<file path="src/rtl/sa_psum_collector.sv">
// Deskews the staggered partial-sum lanes leaving the systolic array and queues
// complete rows in a first-word-fall-through FIFO toward the output buffer.
module sa_psum_collector #(
    parameter int PE_SIZE    = 2,
    parameter int PSUM_WIDTH = 32,
    parameter int DEPTH      = 4
) (
    input  logic                             clk,
    input  logic                             rst,
    input  logic                             clear_i,
    input  logic [PSUM_WIDTH*PE_SIZE-1:0]    psum_row_i,
    input  logic [PE_SIZE-1:0]               psum_en_row_i,
    output logic [PSUM_WIDTH*PE_SIZE-1:0]    out_row_o,
    output logic                             out_valid_o,
    input  logic                             out_ready_i,
    output logic [$clog2(DEPTH):0]           count_o,
    output logic [15:0]                      rows_o,
    output logic                             misalign_err_o,
    output logic                             overflow_o
);

    localparam int AW = $clog2(DEPTH);
    localparam int CW = AW + 1;
    localparam int RW = PSUM_WIDTH * PE_SIZE;

    logic          flush;
    logic [PE_SIZE-1:0] en_al;
    logic [RW-1:0] row_al;

    assign flush = rst || clear_i;

    // Lane i waits PE_SIZE-1-i cycles so every lane meets lane PE_SIZE-1.
    for (genvar i = 0; i < PE_SIZE; i++) begin : g_lane
        localparam int S = PE_SIZE - 1 - i;
        if (S == 0) begin : g_pass
            assign en_al[i] = psum_en_row_i[i];
            assign row_al[PSUM_WIDTH*i +: PSUM_WIDTH] = psum_row_i[PSUM_WIDTH*i +: PSUM_WIDTH];
        end else begin : g_chain
            logic [S-1:0]          en_q;
            logic [PSUM_WIDTH-1:0] dat_q [S];

            always_ff @(posedge clk) begin
                if (flush) begin
                    en_q <= '0;
                    for (int k = 0; k < S; k++) dat_q[k] <= '0;
                end else begin
                    en_q[0] <= psum_en_row_i[i];
                    if (psum_en_row_i[i]) dat_q[0] <= psum_row_i[PSUM_WIDTH*i +: PSUM_WIDTH];
                    for (int k = 1; k < S; k++) begin
                        en_q[k] <= en_q[k-1];
                        if (en_q[k-1]) dat_q[k] <= dat_q[k-1];
                    end
                end
            end

            assign en_al[i] = en_q[S-1];
            assign row_al[PSUM_WIDTH*i +: PSUM_WIDTH] = dat_q[S-1];
        end
    end

    logic [RW-1:0] mem_q [DEPTH];
    logic [AW-1:0] wr_ptr_q, wr_ptr_d;
    logic [AW-1:0] rd_ptr_q, rd_ptr_d;
    logic [CW-1:0] count_q, count_d;
    logic [15:0]   rows_q, rows_d;
    logic          misalign_q, misalign_d;
    logic          overflow_q, overflow_d;
    logic          row_full, row_part, pop, push;

    assign row_full = &en_al;
    assign row_part = (|en_al) && !row_full;
    assign pop      = (count_q != '0) && out_ready_i;
    // A full FIFO still takes a row when the head leaves in the same cycle.
    assign push     = row_full && ((count_q != CW'(DEPTH)) || pop);

    always_comb begin
        wr_ptr_d   = wr_ptr_q;
        rd_ptr_d   = rd_ptr_q;
        count_d    = count_q;
        rows_d     = rows_q;
        misalign_d = misalign_q || row_part;
        overflow_d = overflow_q || (row_full && !push);
        if (push) begin
            wr_ptr_d = wr_ptr_q + AW'(1);
            rows_d   = rows_q + 16'd1;
        end
        if (pop) rd_ptr_d = rd_ptr_q + AW'(1);
        case ({push, pop})
            2'b10:   count_d = count_q + CW'(1);
            2'b01:   count_d = count_q - CW'(1);
            default: count_d = count_q;
        endcase
    end

    always_ff @(posedge clk) begin
        if (flush) begin
            wr_ptr_q   <= '0;
            rd_ptr_q   <= '0;
            count_q    <= '0;
            rows_q     <= '0;
            misalign_q <= 1'b0;
            overflow_q <= 1'b0;
        end else begin
            wr_ptr_q   <= wr_ptr_d;
            rd_ptr_q   <= rd_ptr_d;
            count_q    <= count_d;
            rows_q     <= rows_d;
            misalign_q <= misalign_d;
            overflow_q <= overflow_d;
        end
    end

    always_ff @(posedge clk) begin
        if (!flush && push) mem_q[wr_ptr_q] <= row_al;
    end

    assign out_valid_o    = (count_q != '0);
    assign out_row_o      = out_valid_o ? mem_q[rd_ptr_q] : '0;
    assign count_o        = count_q;
    assign rows_o         = rows_q;
    assign misalign_err_o = misalign_q;
    assign overflow_o     = overflow_q;

endmodule

</file>
<file path="config.mk">
export PLATFORM = sky130hd
export DESIGN_NAME = sa_psum_collector
export DESIGN_NICKNAME = d
export VERILOG_FILES = /design/src/rtl/sa_psum_collector.sv
export SDC_FILE = /design/constraint.sdc
export NUM_CORES = 1
export LEC_CHECK = 0
export BUFFER_PORTS_ARGS = -buffer_cell sky130_fd_sc_hd__buf_4
export CORE_UTILIZATION = 60
export DETAILED_ROUTE_END_ITERATION = 8
export PLACE_DENSITY = 0.87
export SYNTH_ARGS = -nofsm -noshare
export SYNTH_HDL_FRONTEND = slang
export SYNTH_SLANG_ARGS = --single-unit
</file>
<file path="constraint.sdc">
create_clock -name clk -period 7.6 [get_ports clk]
set_clock_uncertainty 0.2 [all_clocks]
set_input_delay 1.52 -clock clk [delete_from_list [all_inputs] [get_ports clk]]
set_output_delay 1.52 -clock clk [all_outputs]
set_load 0.1 [all_outputs]
</file>
# Word-level counts from Yosys, hierarchy flattened
# Memory sizes are Yosys's and may differ from the RTL's. A register that Yosys moved wholly into a read port is not among the register bits.
# Cells that the tools add are included.
[totals]
rom_bits = 0
memories = 2
output_inout_bits = 86
reg_bits = 26
latch_bits = 0
word_cells = 47
mem_bits_rw = 288
in_bits = 70
[classes]
mul = 0
mux = 13
bitwise_logic = 0
n_lt_le_gt_ge = 0
reduce_logical = 17
n_shift = 0
addsub = 5
div_mod_pow = 0
eq_ne = 3
[mem_list]
columns = ["memory", "words", "width", "rd", "rd_clocked_by_memory_dff", "wr", "line", "source"]
rows = [
  ["mem_q", 4, 64, 1, 1, 1, "61", "logic [RW-1:0] mem_q [DEPTH];"],
  ["g_lane[0].g_chain.dat_q", 1, 32, 1, 0, 1, "40", "logic [PSUM_WIDTH-1:0] dat_q [S];"],
]
[ops]
columns = ["op", "count"]
rows = [
  ["$mux W64", 1],
  ["$mux W32", 1],
  ["$reduce_or A32 Y1", 1],
  ["$add A16 B1 Y16 const B", 1],
  ["$mux W1", 8],
  ["$pmux W3 S2", 1],
  ["$logic_and A1 B1 Y1", 5],
  ["$add A2 B1 Y2 const B", 2],
  ["$logic_or A1 B1 Y1", 4],
  ["$mux W2", 2],
  ["$add A3 B1 Y3 const B", 1],
  ["$logic_not A1 Y1", 3],
  ["$ne A3 B3 Y1 const B", 1],
  ["$reduce_bool A3 Y1", 1],
  ["$sub A3 B1 Y3 const B", 1],
  ["$eq A2 B1 Y1 const B", 1],
  ["$eq A2 B2 Y1 const B", 1],
  ["$reduce_and A2 Y1", 1],
  ["$reduce_bool A2 Y1", 1],
  ["$reduce_or A2 Y1", 1],
]

# Longest topological paths before layout
[depth]
word_depth = 7
depth_mapped = 10
depth_no_buf = 8

# Worst setup path after synthesis
# Ideal clock, no wire load.
[synth_timing]
kind = "reg2out"
from = "reg count_q[1] (netlist: count_o[1])"
to = "out out_row_o[54]"
path_slack_ns = 2.612
path_stages_with_launch = 5
t_arrival_ns = 3.268
n_path_buf = 2
required_time_ns = 5.880
cell_sequence = "dfxtp_1 buf_2 or3_1 clkbuf_1 and2_1"
[synth_between]
elab_chain_cells = 2
[synth_rtl]
columns = ["item", "line", "source"]
rows = [
  ["from (decl)", "64", "logic [CW-1:0] count_q, count_d;"],
  ["from (signal assigned)", "106", "count_q <= count_d;"],
  ["$reduce_bool A3 Y1", "117", "assign out_valid_o = (count_q != '0);"],
  ["named net out_valid_o", "14", "output logic out_valid_o,"],
  ["$mux W64", "118", "assign out_row_o = out_valid_o ? mem_q[rd_ptr_q] : '0;"],
  ["to (decl)", "13", "output logic [PSUM_WIDTH*PE_SIZE-1:0] out_row_o,"],
]
# The timed path passes the listed nets, and every way through them passes these cells.

==> implementation parameters <==
Parameter                              Value

Outcome
  Run status ... finished clean

Cells and area
  Number of antenna repair diodes ... 0
  Final cell area excluding filler cells ... 0.0146 sq mm
  Area growth syn-to-layout ... 19.5%
  Final core area utilization ... 74.1%
  Share of post-route cells with drive strength above 1 ... 35.4%
  Number of nets in the finished design ... 864

Floorplan
  Placeable core region ... 0.0197 sq mm
  Standard-cell rows ... 51
  Initial core utilization ... 62.0%
  DIE AREA ... 0.0210 sq mm
  Die boundary width ... 145 microns
  Vert. Die Dim ... 145 microns
  Count of boundary I/O pins ... 156

Worst setup path
  Max FO, Critical Path ... 35
  Startpoint of the lowest-slack register-to-register path ... count_o[0]
  Required time of the worst setup path ... 5.88 ns
  Kind of start point of the critical path ... register
  Flop2flop setup slack ... 4.11 ns
  Setup Crit Path Kind ... reg2out
  Kind of capture point of the worst setup path ... output pin
  R2r worst-path depth ... 7
  Arrival time at the worst endpoint ... 3.03 ns
  Reg-to-reg endpoint ... count_o[2]

Placed design
  Detailed Place HPWL ... 13600 microns
  Placement Setup Slack ... 3.32 ns
  Placer Congestion ... 0.771
  Placed cell area ... 0.0136 sq mm
  Count of buffers from port buffering ... 155

STA
  Tightest hold margin ... 0.277 ns
  Post-route minimum period ... 4.75 ns
  Setup WS post-layout ... 2.85 ns
  Headroom to the max-slew limit ... 23.7%
  Setup repair after global routing missed its margin ... false
  Final setup violating endpoints ... 0
  Actual transition at the worst max-transition pin ... 1.14 ns
  Final number of max-transition violations ... 0
  Setup TNS ... 0 ns
  Count of final hold-check violations ... 0
  Share of the cycle needed by the critical path after routing ... 62.5%
  Max Clk Rate ... 0.210 GHz

Routing
  DRT Pass-1 Iters ... 5
  Total Routed Length ... 23800 microns
  Average routed wire per standard cell ... 22.1 microns
  Post-route DRC ... 0
  Via count ... 6306
  DRT iter0 DRCs ... 409
  Drt via density ... 5.86
  Number of antenna-violating nets in the routed design ... 0

GRT
  Total congestion overflow ... 0
  Initial antenna violation count ... 0
  All-Layer GR Usage ... 23.7%
  Maximum number of pins on one net before global-route repair ... 68
  Vias in the first global route ... 6581
  Wire length of the first global-routing pass ... 36300 microns

Pwr
  Clock power frac ... 42.6%
  Maximum VDD drop ... 0.166 mV
  Switching power share of the total ... 19.3%
  Total net switching power ... 0.680 mW
  Logic pwr share ... 2.8%
  Share of power burned in registers ... 54.6%
  Internal cell power ... 2.84 mW
  Static power due to leakage ... 5.21 nW
  Power per unit of standard cell area ... 241 mW/mm^2

Synth
  Most instantiated flip-flop cell in the synthesis netlist ... edfxtp_1
  Unique cell type count in the Yosys netlist ... 43
  Cells after Synth ... 634
  Ys async rst share ... 0%
  Most common cell in the netlist ... edfxtp_1
  Commonest cells post-synth ... edfxtp_1 (288), and2_1 (65), mux4_2 (64)
  Largest cells by area after synthesis ... edfxtp_1 (71%), mux4_2 (12%), dfxtp_1 (4.6%)
  Number of enable-type register cells in the synthesized netlist ... 288
  Average cell area after synthesis ... 19.3 sq um
  Post-Syn Area ... 0.0122 sq mm
  Synthesis-stage register bit count ... 316
  Largest area contributor in the netlist ... edfxtp_1
  Part of the Yosys area used for sequential elements ... 75.3%
  Yosys warning total ... 0
  Area fraction of the dominant cell type after synthesis ... 70.7%
  Post-synth net total ... 711

Clocking
  Number of buffers between clock root and the deepest sink ... 3
  Clock tree root driver cell ... clkbuf_16
  Number of buffers inserted to repair setup after CTS ... 0
  Clock latency of the later-clocked register in the worst-skew pair ... 0.54 ns
  CTS H-tree lvls ... 1
  TritonCTS sink count ... 316
  Number of gates resized after CTS ... 0
  Clock slew at the register clock pins of the worst setup and hold paths ... 0.06 ns
  Number of hold buffers added after cts ... 0
  TritonCTS clock tree ... yes
  Number of buffers added by the clock tree synthesis step ... 30

Worst hold path
  Worst hold path startpoint ... overflow_o
  WHS Endpoint ... overflow_o
  Worst hold path depth ... 2
  Min-Delay Path Class ... reg2reg

Flow run
  Number of max-cap violations ... 0
==> worst max-delay path, cell delays in order (launching register included) <==
cell and delay, ns:
dfxtp_4 0.75, buf_4 0.69, mux4_2 0.61, and2_1 0.19
buf_4 0.24
==> cell usage in the layout, fill, tap and decap left out, types with 4 or more instances in the layout <==
cell type  instances
nand2_1            9
and3_4             4
ha_1               6
edfxtp_1         288
nand3_1            5
inv_1              5
mux2i_1            4
a21oi_1            5
and2_1            65
dfxtp_1           26
nor2_1            25
clkinv_2          10
mux4_2            64
xnor2_1           10
buf_4            157
clkbuf_16         31
clkbuf_1           6
and3_1            33
bufinv_16          4
xor2_1             5
or3_1              5
==> metal layers <==
layer,global-route usage [%],vias to the layer above,part of all wire [%]
met1,31.2,3228,39
met5,0,-,0
li1,-,2799,-
met2,41.5,247,52
met3,3.85,32,6.9
met4,5.98,0,1.8
==> sequential cells by signal, summed over array words and instances, names as in the netlist, named ones only <==
name / count
overflow_o: 1
misalign_err_o: 1
g_lane.g_chain.dat_q: 32
count_o: 3
wr_ptr_q: 2
mem_q: 256
rd_ptr_q: 2
rows_o: 16
g_lane.g_chain.en_q: 1
==> kinds of logic after synthesis <==
family          after synthesis  share of synthesized area [%]
flops                       316                           75.3
xor+xnor                     15                           1.07
buf+inv                      41                           1.49
mux                          68                           12.1
fa+ha+maj                     7                          0.777
simple gates                171                           8.38
compound gates               16                          0.880
==> power groups by stage <==
stage	registers, mW	logic (mW)	clock network (mW)
3_3_place_gp	1.96	0.0943	0
5_1_grt	1.92	0.105	1.59
6_report	1.92	0.0987	1.50
3_5_place_dp	1.96	0.0984	0
2_1_floorplan	1.96	0.0466	0
4_1_cts	1.92	0.0988	1.52
==> worst max path at each step <==
| stage | from | end | slack [ns] | depth (start not counted) |
|---|---|---|---|---|
| floorplan | count_o[1] | out_row_o[54] | 2.61 | 4 |
| global placement | register | out_row_o[1] | 3.36 | 4 |
| detailed placement | register | out_row_o[45] | 3.32 | 4 |
| CTS | register | out_row_o[31] | 2.73 | 4 |
| global route | register | out_row_o[9] | 2.62 | 4 |
| finish | register | out_row_o[31] | 2.85 | 4 |
==> metrics by stage <==
| step | std cells | power, mW |
|---|---|---|
| after global placement | 1020 | 2.05 |
| after floorplan | 634 | 2.01 |
| after detailed placement | 1020 | 2.06 |
| after CTS | 1076 | 3.54 |
| final | 1076 | 3.52 |
| after global routing | 1076 | 3.62 |
==> area by class of cell <==
cell class	instances	area [sq um]
tap	265	332
multi-input combinational	277	2860
inverter	5	18.8
timing repair buffer	157	1180
clock buffer	38	812
clock inverter	18	203
sequential	316	9220
fill	1130	5100
(Power assumes the default switching activity.)
